### src/rtl/video_timing_gen_if.sv
// Raster timing bundle: ce in, undelayed counters plus delayed sync/blank/strobe out.
// Combinational only; ce is the sole flow-control signal (no backpressure).
interface video_timing_gen_if #(
  parameter int CW = 11
);
  logic          ce;
  logic [CW-1:0] hcount;
  logic [CW-1:0] vcount;
  logic          hsync;
  logic          vsync;
  logic          hblank;
  logic          vblank;
  logic          display_enable;
  logic          line_start;
  logic          frame_start;

  modport master (
    input  ce,
    output hcount, vcount, hsync, vsync, hblank, vblank,
           display_enable, line_start, frame_start
  );

  modport slave (
    output ce,
    input  hcount, vcount, hsync, vsync, hblank, vblank,
           display_enable, line_start, frame_start
  );
endinterface

### src/rtl/video_timing_gen.sv
// Parametrised raster timing generator; timing outputs lag the counters by DELAY+1 ce edges.
// No backpressure: ce gates every register, and with ce low all state and outputs hold.
module video_timing_gen #(
  parameter int CW        = 11,
  parameter int H_ACTIVE  = 640,
  parameter int H_FP      = 16,
  parameter int H_SYNC    = 96,
  parameter int H_BP      = 48,
  parameter int V_ACTIVE  = 480,
  parameter int V_FP      = 10,
  parameter int V_SYNC    = 2,
  parameter int V_BP      = 33,
  parameter bit HSYNC_POL = 1'b0,
  parameter bit VSYNC_POL = 1'b0,
  parameter int DELAY     = 1
) (
  input  logic                 clk,
  input  logic                 reset,
  video_timing_gen_if.master   tif
);

  localparam int H_TOTAL = H_ACTIVE + H_FP + H_SYNC + H_BP;
  localparam int V_TOTAL = V_ACTIVE + V_FP + V_SYNC + V_BP;

  localparam logic [CW-1:0] H_LAST   = CW'(H_TOTAL - 1);
  localparam logic [CW-1:0] V_LAST   = CW'(V_TOTAL - 1);
  localparam logic [CW-1:0] HS_START = CW'(H_ACTIVE + H_FP);
  localparam logic [CW-1:0] HS_END   = CW'(H_ACTIVE + H_FP + H_SYNC);
  localparam logic [CW-1:0] VS_START = CW'(V_ACTIVE + V_FP);
  localparam logic [CW-1:0] VS_END   = CW'(V_ACTIVE + V_FP + V_SYNC);
  localparam logic [CW-1:0] H_ACT    = CW'(H_ACTIVE);
  localparam logic [CW-1:0] V_ACT    = CW'(V_ACTIVE);

  typedef struct packed {
    logic hsync;
    logic vsync;
    logic hblank;
    logic vblank;
    logic de;
    logic line_start;
    logic frame_start;
  } tvec_t;

  localparam tvec_t INACTIVE = tvec_t'({~HSYNC_POL, ~VSYNC_POL, 5'b11000});

  logic [CW-1:0] hcount;
  logic [CW-1:0] vcount;
  tvec_t         dec;
  tvec_t         pipe [DELAY+1];

  always_ff @(posedge clk or posedge reset) begin
    if (reset) begin
      hcount <= '0;
      vcount <= '0;
    end else if (tif.ce) begin
      if (hcount == H_LAST) begin
        hcount <= '0;
        vcount <= (vcount == V_LAST) ? '0 : vcount + CW'(1);
      end else begin
        hcount <= hcount + CW'(1);
      end
    end
  end

  // vsync decodes from vcount alone, so it can only move where vcount does: at hcount=0.
  always_comb begin
    dec             = INACTIVE;
    dec.hblank      = (hcount >= H_ACT);
    dec.vblank      = (vcount >= V_ACT);
    dec.hsync       = ((hcount >= HS_START) && (hcount < HS_END)) ? HSYNC_POL : ~HSYNC_POL;
    dec.vsync       = ((vcount >= VS_START) && (vcount < VS_END)) ? VSYNC_POL : ~VSYNC_POL;
    dec.de          = ~dec.hblank & ~dec.vblank;
    dec.line_start  = (hcount == '0);
    dec.frame_start = (hcount == '0) && (vcount == '0);
  end

  always_ff @(posedge clk or posedge reset) begin
    if (reset) begin
      for (int i = 0; i <= DELAY; i++) pipe[i] <= INACTIVE;
    end else if (tif.ce) begin
      pipe[0] <= dec;
      for (int i = 1; i <= DELAY; i++) pipe[i] <= pipe[i-1];
    end
  end

  assign tif.hcount         = hcount;
  assign tif.vcount         = vcount;
  assign tif.hsync          = pipe[DELAY].hsync;
  assign tif.vsync          = pipe[DELAY].vsync;
  assign tif.hblank         = pipe[DELAY].hblank;
  assign tif.vblank         = pipe[DELAY].vblank;
  assign tif.display_enable = pipe[DELAY].de;
  assign tif.line_start     = pipe[DELAY].line_start;
  assign tif.frame_start    = pipe[DELAY].frame_start;

endmodule

### src/flat_wrapper.sv
// flat-port wrapper written by rule: the top's interface ports become plain ports
module video_timing_gen_flat 
#(
  parameter int CW        = 11,
  parameter int H_ACTIVE  = 640,
  parameter int H_FP      = 16,
  parameter int H_SYNC    = 96,
  parameter int H_BP      = 48,
  parameter int V_ACTIVE  = 480,
  parameter int V_FP      = 10,
  parameter int V_SYNC    = 2,
  parameter int V_BP      = 33,
  parameter bit HSYNC_POL = 1'b0,
  parameter bit VSYNC_POL = 1'b0,
  parameter int DELAY     = 1
)
  (clk, reset, tif_ce, tif_hcount, tif_vcount, tif_hsync, tif_vsync, tif_hblank, tif_vblank, tif_display_enable, tif_line_start, tif_frame_start);
  video_timing_gen_if #(.CW(CW)) tif_i ();
  input  logic clk;
  input  logic reset;
  input wire logic [$bits(tif_i.ce)-1:0] tif_ce;
  output wire logic [$bits(tif_i.hcount)-1:0] tif_hcount;
  output wire logic [$bits(tif_i.vcount)-1:0] tif_vcount;
  output wire logic [$bits(tif_i.hsync)-1:0] tif_hsync;
  output wire logic [$bits(tif_i.vsync)-1:0] tif_vsync;
  output wire logic [$bits(tif_i.hblank)-1:0] tif_hblank;
  output wire logic [$bits(tif_i.vblank)-1:0] tif_vblank;
  output wire logic [$bits(tif_i.display_enable)-1:0] tif_display_enable;
  output wire logic [$bits(tif_i.line_start)-1:0] tif_line_start;
  output wire logic [$bits(tif_i.frame_start)-1:0] tif_frame_start;
  assign tif_i.ce = tif_ce;
  assign tif_hcount = tif_i.hcount;
  assign tif_vcount = tif_i.vcount;
  assign tif_hsync = tif_i.hsync;
  assign tif_vsync = tif_i.vsync;
  assign tif_hblank = tif_i.hblank;
  assign tif_vblank = tif_i.vblank;
  assign tif_display_enable = tif_i.display_enable;
  assign tif_line_start = tif_i.line_start;
  assign tif_frame_start = tif_i.frame_start;
  video_timing_gen #(.CW(CW), .H_ACTIVE(H_ACTIVE), .H_FP(H_FP), .H_SYNC(H_SYNC), .H_BP(H_BP), .V_ACTIVE(V_ACTIVE), .V_FP(V_FP), .V_SYNC(V_SYNC), .V_BP(V_BP), .HSYNC_POL(HSYNC_POL), .VSYNC_POL(VSYNC_POL), .DELAY(DELAY)) u_core (.clk(clk), .reset(reset), .tif(tif_i));
endmodule
### config.mk
export PLATFORM = sky130hd
export DESIGN_NAME = video_timing_gen_flat
export DESIGN_NICKNAME = d
export VERILOG_FILES = /design/src/rtl/video_timing_gen_if.sv /design/src/rtl/video_timing_gen.sv /design/src/flat_wrapper.sv
export SDC_FILE = /design/constraint.sdc
export NUM_CORES = 1
export LEC_CHECK = 0
export BUFFER_PORTS_ARGS = -buffer_cell sky130_fd_sc_hd__buf_4
export CORE_MARGIN = 5
export CORE_UTILIZATION = 56
export DETAILED_ROUTE_END_ITERATION = 8
export PLACE_DENSITY = 0.8
export SLEW_MARGIN = 10
export SYNTH_ARGS = -nofsm -noshare
export SYNTH_HDL_FRONTEND = slang
export SYNTH_SLANG_ARGS = --single-unit
### constraint.sdc
create_clock -name clk -period 4.4 [get_ports clk]
set_input_delay 0.22 -clock clk [delete_from_list [all_inputs] [get_ports clk]]
set_output_delay 0.22 -clock clk [all_outputs]
set_load 0.02 [all_outputs]
==> results of run 1 <==
-- logic make-up after synthesis --
kind of cell             synth area share (%)
multiplexers                             5.67
flip-flops                               52.3
adder cells (fa/ha/maj)                  2.87
buffers and inverters                    3.52
AO/OA/AOI/OAI                            6.39
XOR/XNOR                                 7.04
AND/OR/NAND/NOR                          22.3
-- routing by layer --
| layer | GRT usage, % | routed length (µm) |
|---|---|---|
| met5 | 0 | 0 |
| met2 | 30.7 | 1720 |
| met3 | 5.44 | 180 |
| met1 | 24.6 | 1620 |
| met4 | 7.51 | 83 |
-- critical path, stage by stage, from the launching register on --
cell and delay [ps]:
sky130_fd_sc_hd__dfrtp_1 470, sky130_fd_sc_hd__nor2_1 300, sky130_fd_sc_hd__nand4_2 350, sky130_fd_sc_hd__or4b_1 580
sky130_fd_sc_hd__nand2_1 70
-- sequential cells by signal, indices dropped and copies added, names as in the netlist --
| signal | flops |
|---|---|
| u_core.tif.hsync | 1 |
| u_core.tif.vsync | 1 |
| u_core.tif.vblank | 1 |
| u_core.tif.vcount | 11 |
| u_core.tif.hblank | 1 |
| u_core.tif.hcount | 11 |
| u_core.tif.display_enable | 1 |
| u_core.tif.frame_start | 1 |
| u_core.tif.line_start | 1 |
| u_core.pipe | 7 |
-- synth_stat cells (all sizes together) (3+ instances only) --
master and number:
nand2 16, a21oi 3, xor2 6, dfstp 8
buf 3, ha 4, nor4 5, mux2 7
nor3 4, nand4 8, nor2 14, nand3 12
xnor2 8, inv 10, dfrtp 28, o21ai 6
-- layout make-up --
class,count,area share (%)
clock buffers,5,1.78
clock inverters,3,2.02
inverters,10,1.78
multi-input cells,115,36.6
flip-flops and latches,36,43.3
well taps,44,2.62
repair buffers,33,11.9
-- per-stage QoR --
stage	instance area (µm²)	total power [µW]	hold WS, ps
floorplan	1740	575	381
global placement	2010	661	345
detailed placement	2010	672	361
CTS	2100	906	218
global route	2100	957	248
finish	2100	898	249
-- path summary, 6_finish.rpt --
check | to | slack [ps] | cells after the start
setup reg to reg | u_core.tif.vcount[4] | 2570 | 4
max in group asynchronous | u_core.pipe[12] | 3530 | 4
hold / removal | u_core.pipe[12] | 250 | 2
hold reg to reg | u_core.pipe[10] | 500 | 2
setup / recovery | u_core.tif.vcount[4] | 2570 | 4
min in group asynchronous | u_core.tif.frame_start | 530 | 4
-- power by group --
| part | internal (µW) | total (µW) | switching, µW |
|---|---|---|---|
| logic | 101 | 229 | 128 |
| clock network | 118 | 230 | 111 |
| registers | 373 | 439 | 65.8 |
| total | 593 | 898 | 305 |
-- what timing repair did --
| action | 4_1_cts | 5_1_grt |
|---|---|---|
| hold buffers | 1 | 0 |
| setup endpoints to repair | 0 | 0 |
| endpoints found under the hold margin | 28 | 0 |
| setup buffers | 0 | 0 |
==> results list, run 1 <==
* Outcome: finished, final reports clean
- For the worst setup path, the data arrival time is 2110 ps.
- In the final routed layout, each cell accounts on average for 14.6 µm.
* Final clock period utilization by the worst path: 41.6%
- Using the TritonRoute via totals, the vias-per-cell ratio works out to 5.50.
* Synthesized area per cell: 10.6 µm²
* Count of nets after finishing: 208
* Core utilization of the finished layout: 69.5%
- Clock latency on the worst-skew pair, taken at its later pin, is 330 ps.
- Gate count after technology mapping: 165
* Worst setup startpoint: u_core.tif.hcount[5]
- Number of filler cells placed in the layout: 253
- Of all flip-flops after synthesis, the portion carrying an async set or reset was 100%.
* Yosys warning total: 0
* Kind of critical path: reg2reg
* PD cells: 427 nW/µm²
* Number of search-and-repair iterations in the first detailed-routing pass: 4
- Die extent in y: 65.8 µm
- Setup repair after global routing left no endpoint under its margin.
- The die covers 4330 µm².
* Largest net degree at the start of global routing: 37
- Element type at the critical path end: flip-flop
* Area Overhead vs Synth: 20.7%
- Actual transition at the worst max-transition pin: 435 ps
- Vias in the first global route: 1362
- The first global-routing pass estimated 6310 µm of wire.
- For this run the aggregate overflow at the end of global routing stands at 0.
* Number of placed cells counting well taps: 237
- The number of pins exceeding their max-slew limit in the final report is 0.
- Primary FF master, synth: sky130_fd_sc_hd__dfrtp_1
- Share of Yosys cell area claimed by the top area cell type: 40.2%
* Drt initial violations: 57
* Hold violation count in the final report: 0
- Post-route clock skew: 6.32 ps
- After layout, the minimum clock period comes to 1830 ps.
- In the final timing run, aggregate negative setup slack is 0 ps.
* DIE WIDTH: 65.8 µm
- FP Rows: 20
- Storage element area: 911 µm²
- The synthesized design contains 0 enable-type register cells.
* Leading post-synthesis cells by cell area: sky130_fd_sc_hd__dfrtp_1 40%, sky130_fd_sc_hd__dfstp_2 12%, sky130_fd_sc_hd__mux2_2 4.5%
- The synthesized design contains 36 register bits.
- Worst hold path startpoint: tif_ce
* Required time worst endpoint: 4680 ps
- TritonCTS built the clock tree.
- For this run, the top clock speed supported by timing is 546 MHz.
- Dpl ws: 2640 ps
- Worst-case vdd ir drop: 295 µV
- Once the clock tree was built, the resizer swapped 0 gates to a different size.
* Htree depth: 2
* Max-Cap Viols: 0
- Master cell of the clock root buffer: sky130_fd_sc_hd__clkbuf_4
* Critical R2R Launch: u_core.tif.hcount[5]
* Slew HR: 71.0%
- Final estimated routing congestion in global placement: 0.877
- Detailed-route DRC error count: 0
* Static leakage power: 0.00100 µW
* Clock sink total: 36
* Worst hold-check path type: in2reg
* Critical path fanouts, max: 11
- The core region is 3030 µm².
- The share of the Yosys chip area taken by registers is 52.3%.
* Nets in the synthesized netlist: 172
- Total clock buffers created by CTS: 5
- Clk buf depth: 2
* Startpoint types: flip-flop
- Summed over all layers, the routed wires come to 3600 µm.
* Initial cell density of the core: 57.6%
* Post-synthesis cell type with the largest combined area: sky130_fd_sc_hd__dfrtp_1
- Worst setup margin: 2570 ps
- The synthesized netlist occupies a cell area of 1740 µm².
- Number of antenna violations at the first check in global routing: 0
* Most frequent standard cell in the layout excluding fill and tap cells: sky130_fd_sc_hd__buf_4
- Clock-pin slew was measured on the worst setup and hold paths at 110 ps.
- Num ports: 32
- The repair_antennas step left the layout with diodes totalling 0.
- Setup-violating endpoint count in the final report: 0
- Non-filler cells in the finished layout: 246
* Via count: 1353
- Most frequent cells in the layout: 32 x sky130_fd_sc_hd__buf_4, 28 x sky130_fd_sc_hd__dfrtp_1, 16 x sky130_fd_sc_hd__nand2_1, 14 x sky130_fd_sc_hd__nor2_1, 12 x sky130_fd_sc_hd__nand3_1
- Ratio of cells with drive above 1 in the final layout: 29.2%
* Multi-input gate area in the final layout: 771 µm²
- DP Wirelength: 2540 µm
- Global routing consumed, over all layers together, 19.2% of the routing resources.
- The number of different library cells used by synthesis comes to 37.
- Port buffering added 31 buffers.
* DRT antenna net count: 0
No activity file was read; power rests on OpenSTA's default activity.
==> run 2, diff against run 1 <==
CORE_UTILIZATION = 54   (was 56)
PLACE_DENSITY = 0.78   (was 0.8)
clock period = 1.9 ns   (was 4.4 ns; I/O delays follow)
==> results list, run 2 (synthesis gave the netlist of run 1 again) <==
- The flow ran to the end, and the final reports show no timing, DRC or antenna violations.
- Share of total power in the clock network: 20.2% (-5.4 points)
* Hold slack final: 122 ps (-127 ps)
* Shortest clock period the worst path allows after layout: 1710 ps (-120 ps)
- Clock tree from TritonCTS: yes
- Post-route clock skew: 13.0 ps (+6.71 ps)
- The worst setup path is of the reg2reg kind.
* FMAX: 585 MHz (+7.0%)
* FP Rows: 20 (unchanged)
- Post-CTS Resized: 0 (unchanged)
- Clock slew at reported path FFs: 110 ps (about the same)
* Regs by FF count: u_core.tif.hcount: 11 flops, u_core.tif.vcount: 11 flops, u_core.pipe: 7 flops
* Htree depth: 2 (unchanged)
- Total clock buffers created by CTS: 5 (unchanged)
* Slew Viols, Final: 0 (unchanged)
* Area Overhead vs Synth: 23.1%
* Antenna Diode Count: 0 (unchanged)
- Final clock period utilization by the worst path: 90.0% (+48 points)
- The routed wire length is 3580 µm (-0.50%).
- Proportion of total power due to net switching: 34.1% (+0.10 points)
* DP Wirelength: 2640 µm (+3.9%)
- Number of search-and-repair iterations in the first detailed-routing pass: 4 (unchanged)
- CP cell instances: and4bb_1, nand4_2, buf_4, nor4_4, xor2_1
- The fraction of final layout cells sized beyond drive strength 1 came to 31.9% (+2.7 points).
- Drt initial violations: 58 (+1.8%)
- The aggregate negative setup slack was 0 ps (unchanged).
* Slew HR: 70.6% (-0.33 points)
- The maximum cell stage delay along the critical path came to 490 ps (-90 ps).
* Vias in the first global route: 1355 (-0.51%)
* PD cells: 950 nW/µm² (+120%)
- For this design, the slowest cell found on the critical path is sky130_fd_sc_hd__dfrtp_1.
- The die area came to 4460 µm² (+3.1%).
* Buffers & Inverters on Critical Path: 1 (+1)
- The vertical extent of the die is 66.8 µm (+1.6%).
- Master cell of the clock root buffer: sky130_fd_sc_hd__clkbuf_4
- Final estimated routing congestion in global placement: 0.886 (+1.0%)
- Broken down by cell family, the worst path's largest delay share belongs to simple AND/OR/NAND/NOR gates.
- The overall track demand over capacity in global routing is 18.2% (-1.0 points).
* Via count: 1369 (+1.2%)
* Detailed-route DRC error count: 0 (unchanged)
- The number of nets in the layout was 216 (+3.8%).
* Switching pwr: 695 µW (+130%)
* Quantity of I/O buffers inserted on ports: 31 (unchanged)
* Startpoint types: flip-flop
- Critical path fanouts, max: 7 (-4)
* Internal power component: 1340 µW (+130%)
* Setup repair after global routing missed its margin: no
* Number of antenna violations at the first check in global routing: 0 (unchanged)
* Worst setup margin: 190 ps (-2380 ps)
* DRT antenna net count: 0 (unchanged)
- Most frequent cells in the layout: 40 x sky130_fd_sc_hd__buf_4, 28 x sky130_fd_sc_hd__dfrtp_1, 16 x sky130_fd_sc_hd__nand2_1, 14 x sky130_fd_sc_hd__nor2_1, 12 x sky130_fd_sc_hd__nand3_1
* Number of vias per cell after detailed routing: 5.39 (-2.0%)
- The library cell used most frequently in the layout, excluding fill and tap cells, is sky130_fd_sc_hd__buf_4.
- The I/O pin count is 32 (unchanged).
- DIE WIDTH: 66.8 µm (+1.6%)
- The static power due to leakage is 0.00104 µW (+3.6%).
- The effective utilization at floorplan was 56.6% (-0.94 points).
- Setup-violating endpoint count in the final report: 0 (unchanged)
* Worst-case vdd ir drop: 677 µV (+130%)
- The core area was 3080 µm² (+1.7%).
- Max-Cap Viols: 0 (unchanged)
- The maximum number of pins on one net before global-route repair was 37 (unchanged).
- Multi-input gate area in the final layout: 771 µm² (unchanged)
* Average wire length per cell after detail routing: 14.1 µm (-3.6%)
- The combinational cell fraction of total power was 32.5% (+7.0 points).
- Aggregate global routing overflow: 0 (unchanged)
- The number of buffers on the longest clock path was 2 (unchanged).
- Number of filler cells placed in the layout: 255 (+0.79%)
* Element type at the critical path end: flip-flop
- Fraction of power consumed by sequential logic: 47.3% (-1.6 points)
* CP arrival: 1960 ps (-150 ps)
- Wire length of the first global-routing pass: 6140 µm (-2.7%)
- The count of final hold-check violations was 0 (unchanged).
- Dpl ws: 249 ps (-2390 ps)
* Actual transition at the worst max-transition pin: 440 ps (+4.98 ps)
- Required time worst endpoint: 2150 ps (-2530 ps)
- The insertion delay of the later-clocked pin in the worst-skew pair is 320 ps (about the same).
- The min-delay analysis places its worst path in the category in2reg.
- The footprint of the flip-flops and latches was 911 µm² (unchanged).
- The TritonCTS sink count was 36 (unchanged).
run 2: cell count changes in the layout (fill, tap and decap cells not counted):
cell                         before  now
sky130_fd_sc_hd__bufinv_16        1    0
sky130_fd_sc_hd__clkinv_2         1    2
sky130_fd_sc_hd__clkbuf_8         0    1
sky130_fd_sc_hd__clkinvlp_4       1    0
sky130_fd_sc_hd__buf_4           32   40
run 2: power by group through the flow:
stage	sequential, µW	clock (µW)	combinational (µW)
finish	964	413	662
global route	976	470	721
CTS	963	430	669
detailed placement	977	0	663
global placement	969	0	656
floorplan	1100	0	236
run 2: routing by layer:
layer	part of all wire (%)	track usage [%]
met4	0.59	6.35
met1	46	24.4
met2	49	28.8
met5	0	0
met3	4.3	4.05
run 2: cell type report:
cell class              instances  share of cell area (%)
inverters                      10                    1.75
well taps                      44                    2.57
flip-flops and latches         36                    42.4
repair buffers                 41                    14.5
clock inverters                 2                   0.466
multi-input cells             115                    35.9
clock buffers                   6                    2.39
run 2: repair_timing:
item | CTS | global route
endpoints found under the hold margin | 28 | 0
buffers inserted | 0 | 0
hold buffers | 1 | 0
run 2: path summary, 6_finish.rpt:
path / from / end / slack (ps) / cells past startpoint
worst min register to register: u_core.pipe[10] / u_core.pipe[10] / 500 / 2
worst max-delay path: u_core.tif.hcount[9] / u_core.tif.vcount[8] / 190 / 5
min in group asynchronous: reset / u_core.tif.vcount[5] / 430 / 4
worst min-delay path: tif_ce / u_core.pipe[12] / 120 / 2
max in group asynchronous: reset / u_core.tif.hsync / 1130 / 4
worst max register to register: u_core.tif.hcount[9] / u_core.tif.vcount[8] / 190 / 5
run 2: worst reg2reg max path: cells and delay by family, from the launching register on:
family / cells / cell delay, ps
buf+inv: 1 / 220
flops: 1 / 490
xor+xnor: 1 / 180
simple gates: 3 / 750
run 2: metrics by stage:
step | std cells | area (µm²) | total power [µW] | util [%]
2_1_floorplan | 165 | 1740 | 1330 | -
3_3_place_gp | 245 | 2070 | 1630 | 67.4
3_5_place_dp | 245 | 2070 | 1640 | 67.4
4_1_cts | 254 | 2150 | 2060 | 69.7
5_1_grt | 254 | 2150 | 2170 | 69.7
6_report | 254 | 2150 | 2040 | 69.7
==> run 3, diff against run 2 <==
ABC_AREA = 1   (was unset)
CORE_UTILIZATION = 56   (was 54)
PLACE_DENSITY = 0.79   (was 0.78)
==> results list, run 3 <==
- Worst reg2reg path endpoint: u_core.tif.vcount[9]
- The maximum number of pins on one net before global-route repair came to 37 (unchanged).
* Clk buf depth: 2 (unchanged)
- Startpoint types: flip-flop
- Worst setup startpoint: u_core.tif.hcount[0]
- Detailed-route DRC error count: 0 (unchanged)
- Gate count after technology mapping: 257 (+56%)
- Worst-case vdd ir drop: 696 µV (+2.9%)
* Yosys warning total: 0 (unchanged)
- Num ports: 32 (unchanged)
- The core area is 3360 µm² (+9.3%).
* Number of synthesized flops with an enable pin: 0 (unchanged)
* Clock tree from TritonCTS: yes
- The number of max-cap violations came to 0 (unchanged).
* DRT antenna net count: 0 (unchanged)
- CP cell instances: ha_1, nand3_1, inv_2, nand4_4, inv_2, nand3_1, nand2_1
* Area Overhead vs Synth: 18.3%
- Number of search-and-repair iterations in the first detailed-routing pass: 4 (unchanged)
* Vias in the first global route: 1592 (+17%)
- The adder-cell area share of the yosys netlist was 2.55% (-0.32 points).
* Post-CTS Setup Repair Bufs: 0 (unchanged)
- FP Rows: 21 (+5.0%)
- In the final layout, the registers with the most flip-flops are u_core.tif.hcount: 11 flops, u_core.tif.vcount: 11 flops, u_core.pipe: 7 flops.
- The antenna diode count came to 0 (unchanged).
- The number of buffers inserted by port buffering came to 31 (unchanged).
- The critical path data required time is 2200 ps (+50 ps).
* Number of vias per cell after detailed routing: 5.10 (-5.4%)
- Static leakage power: 0.00119 µW (+15%)
- Synthesized area per cell: 7.63 µm² (-28%)
* Setup repair after global routing missed its margin: no
- The estimated wirelength of the detail-placed design is 3020 µm (+15%).
- The die area came to 4780 µm² (+7.2%).
* Shortest clock period the worst path allows after layout: 1600 ps (-111 ps)
- The worst clock skew on the final layout was 5.17 ps (-7.86 ps).
* Wire length of the first global-routing pass: 7250 µm (+18%)
* Area fraction in and, or, nand and nor cells after synthesis: 33.9% (+12 points)
- Number of placed cells counting well taps: 330 (+35%)
- The number of pins exceeding their max-slew limit in the final report came to 0 (unchanged).
- Leaving out fill and tap cells, the most frequent cell in the layout is sky130_fd_sc_hd__nand2_1.
- The overall power came to 2050 µW (+0.45%).
* Kind of critical path: reg2reg
* Async SR Flop Fraction: 100% (unchanged)
- The maximum cell stage delay along the critical path was 440 ps (-50 ps).
* Critical path fanouts, max: 17 (+10)
- Count of different cell masters after synthesis: 32 (-14%)
- In the post-synthesis netlist, the biggest area contributors are sky130_fd_sc_hd__dfrtp_1 36%, sky130_fd_sc_hd__nand2_1 16%, sky130_fd_sc_hd__dfstp_2 11%.
- The timing-limited maximum frequency came to 625 MHz (+6.9%).
- The largest total area in the synthesized netlist belongs to sky130_fd_sc_hd__dfrtp_1.
* Setup-violating endpoint count in the final report: 0 (unchanged)
* R2R Setup Slk: 300 ps (+110 ps)
- Slew HR: 71.0% (+0.33 points)
- Multiplexer area fraction after synthesis: 0% (-5.7 points)
- The data arrival time of the critical path came to 1890 ps (-70 ps).
- Clock slew at reported path FFs: 110 ps (about the same)
- Routed Wire Length: 4190 µm (+17%)
- The insertion delay of the later-clocked pin in the worst-skew pair came to 350 ps (+30 ps).
- The effective utilization at floorplan came to 58.3% (+1.7 points).
- The clock buffer count from CTS came to 5 (unchanged).
- The overall track demand over capacity in global routing is 18.7% (+0.50 points).
- Dominant cell by count in the synthesized netlist: sky130_fd_sc_hd__nand2_1
- Final estimated routing congestion in global placement: 0.863 (-2.6%)
- Leaving out fill and tap cells, the most frequent cells in the layout are 86 x sky130_fd_sc_hd__nand2_1, 33 x sky130_fd_sc_hd__buf_4, 29 x sky130_fd_sc_hd__nor2_1, 28 x sky130_fd_sc_hd__inv_1, 28 x sky130_fd_sc_hd__dfrtp_1.
- The fraction of final layout cells sized beyond drive strength 1 came to 20.1% (-12 points).
* Final clock period utilization by the worst path: 84.2% (-5.8 points)
- Total of hold buffers inserted after clock tree synthesis: 1 (unchanged)
- Summed instance area of the synthesized netlist: 1960 µm² (+12%)
* Portion of the post-synthesis area used by sequential elements: 46.5% (-5.8 points)
- Element type at the critical path end: flip-flop
- Master cell of the clock root buffer: sky130_fd_sc_hd__clkbuf_4
- Final design instance area without fill: 2320 µm² (+8.0%)
* Slowest cell on the critical path: sky130_fd_sc_hd__dfrtp_1
* Die extent in y: 69.2 µm (+3.5%)
- Dpl ws: 346 ps (+97.4 ps)
- After synthesis, the largest family of logic cells by area is simple AND/OR/NAND/NOR gates.
* Number of antenna violations at the first check in global routing: 0 (unchanged)
- Share of the synthesized netlist area taken by xor and xnor gates: 3.13% (-3.9 points)
* Worst-case reg-to-reg path depth: 7 (+2)
- Accumulated negative setup slack: 0 ps (unchanged)
- Post-CTS Resized: 0 (unchanged)
* DIE WIDTH: 69.2 µm (+3.5%)
- Drt initial violations: 145 (+150%)
- Crit path capture: u_core.tif.vcount[9]
- Among all flip-flop cells after synthesis, the most frequent one is sky130_fd_sc_hd__dfrtp_1.
- Aggregate global routing overflow: 0 (unchanged)
* PD cells: 883 nW/µm² (-7.0%)
- The share of the synthesized area in compound gates (AO/OA/AOI/OAI) is 6.13% (-0.26 points).
* Synth top cells by count: 86 x sky130_fd_sc_hd__nand2_1, 29 x sky130_fd_sc_hd__nor2_1, 28 x sky130_fd_sc_hd__dfrtp_1, 28 x sky130_fd_sc_hd__inv_1, 14 x sky130_fd_sc_hd__nand3_1
* Outcome: finished, final reports clean
- Clock sink total: 36 (unchanged)
* Critical R2R Launch: u_core.tif.hcount[0]
- The wire length per cell is 12.4 µm (-12%).
* Actual transition at the worst max-transition pin: 435 ps (-4.99 ps)
- Htree depth: 2 (unchanged)
* Nets in the synthesized netlist: 264 (+53%)
* Via count: 1729 (+26%)
- Worst setup margin: 300 ps (+111 ps)
* Share of Yosys cell area claimed by the top area cell type: 35.7% (-4.5 points)
- Count of nets after finishing: 299 (+38%)
- Hold violation count in the final report: 0 (unchanged)
- The final standard cell count with taps included and fillers excluded is 339 (+33%).
* Number of synthesized register bits: 36 (unchanged)
- The area of placed instances was 2230 µm² (+7.4%).
- The min-delay analysis places its worst path in the category in2reg.
run 3: cell count changes after synthesis, moves of 3 or more:
cell and delta:
sky130_fd_sc_hd__nor3_1 +3, sky130_fd_sc_hd__nor2_1 +15, sky130_fd_sc_hd__o21ai_1 +6, sky130_fd_sc_hd__inv_2 +3
sky130_fd_sc_hd__inv_1 +18, sky130_fd_sc_hd__mux2_2 -7, sky130_fd_sc_hd__xnor2_1 -7, sky130_fd_sc_hd__nor4_1 -4
sky130_fd_sc_hd__nand2_1 +70
run 3: worst max-delay path, delay by kind of cell, from the launching register on:
kind	cells	cell delay, ps
buffers and inverters	2	330
adders and majority gates	1	190
DFF	1	440
and+or+nand+nor	4	580
run 3: cell type report:
| class | instances | area (µm²) |
|---|---|---|
| clock inverters | 3 | 42.5 |
| fillers | 307 | 1040 |
| inverters | 31 | 116 |
| well taps | 46 | 57.6 |
| repair buffers | 34 | 258 |
| multi-input cells | 184 | 896 |
| clock buffers | 5 | 37.5 |
| flip-flops and latches | 36 | 911 |
run 3: worst min path at each step:
stage / from / end / slack (ps) / depth (start not counted)
3_3_place_gp: reset / u_core.tif.vcount[6] / 230 / 3
2_1_floorplan: reset / u_core.pipe[7] / 260 / 1
5_1_grt: tif_ce / u_core.tif.hblank / 90 / 4
6_report: tif_ce / u_core.tif.hblank / 80 / 4
4_1_cts: tif_ce / u_core.tif.hblank / 60 / 4
3_5_place_dp: reset / u_core.tif.vcount[7] / 230 / 3
run 3: logic make-up (layout without fill, tap and decap cells):
logic type | Yosys count | count (layout)
and+or+nand+nor | 152 | 152
buffers and inverters | 37 | 73
DFF | 36 | 36
AOI/OAI and AO/OA | 21 | 21
xor gates and xnor gates | 7 | 7
adders and majority gates | 4 | 4
run 3: where the power goes:
| group | internal [µW] | switching, µW |
|---|---|---|
| clock network | 274 | 268 |
| registers | 847 | 132 |
| logic | 204 | 324 |
run 3: routing by layer:
layer | up-vias | GRT usage, % | routed length (µm)
li1 | 882 | - | -
met1 | 792 | 24.4 | 1960
met2 | 48 | 28.6 | 1900
met3 | 7 | 5.80 | 262
met4 | 0 | 7.81 | 79
met5 | - | 0 | 0
run 3: stage by stage:
stage                     hold WS [ps]  util (%)
after detailed placement           226      66.3
after CTS                         58.0      68.9
final                             81.3      68.9
after floorplan                    256         -
after global routing              85.3      68.9
after global placement             228      66.3
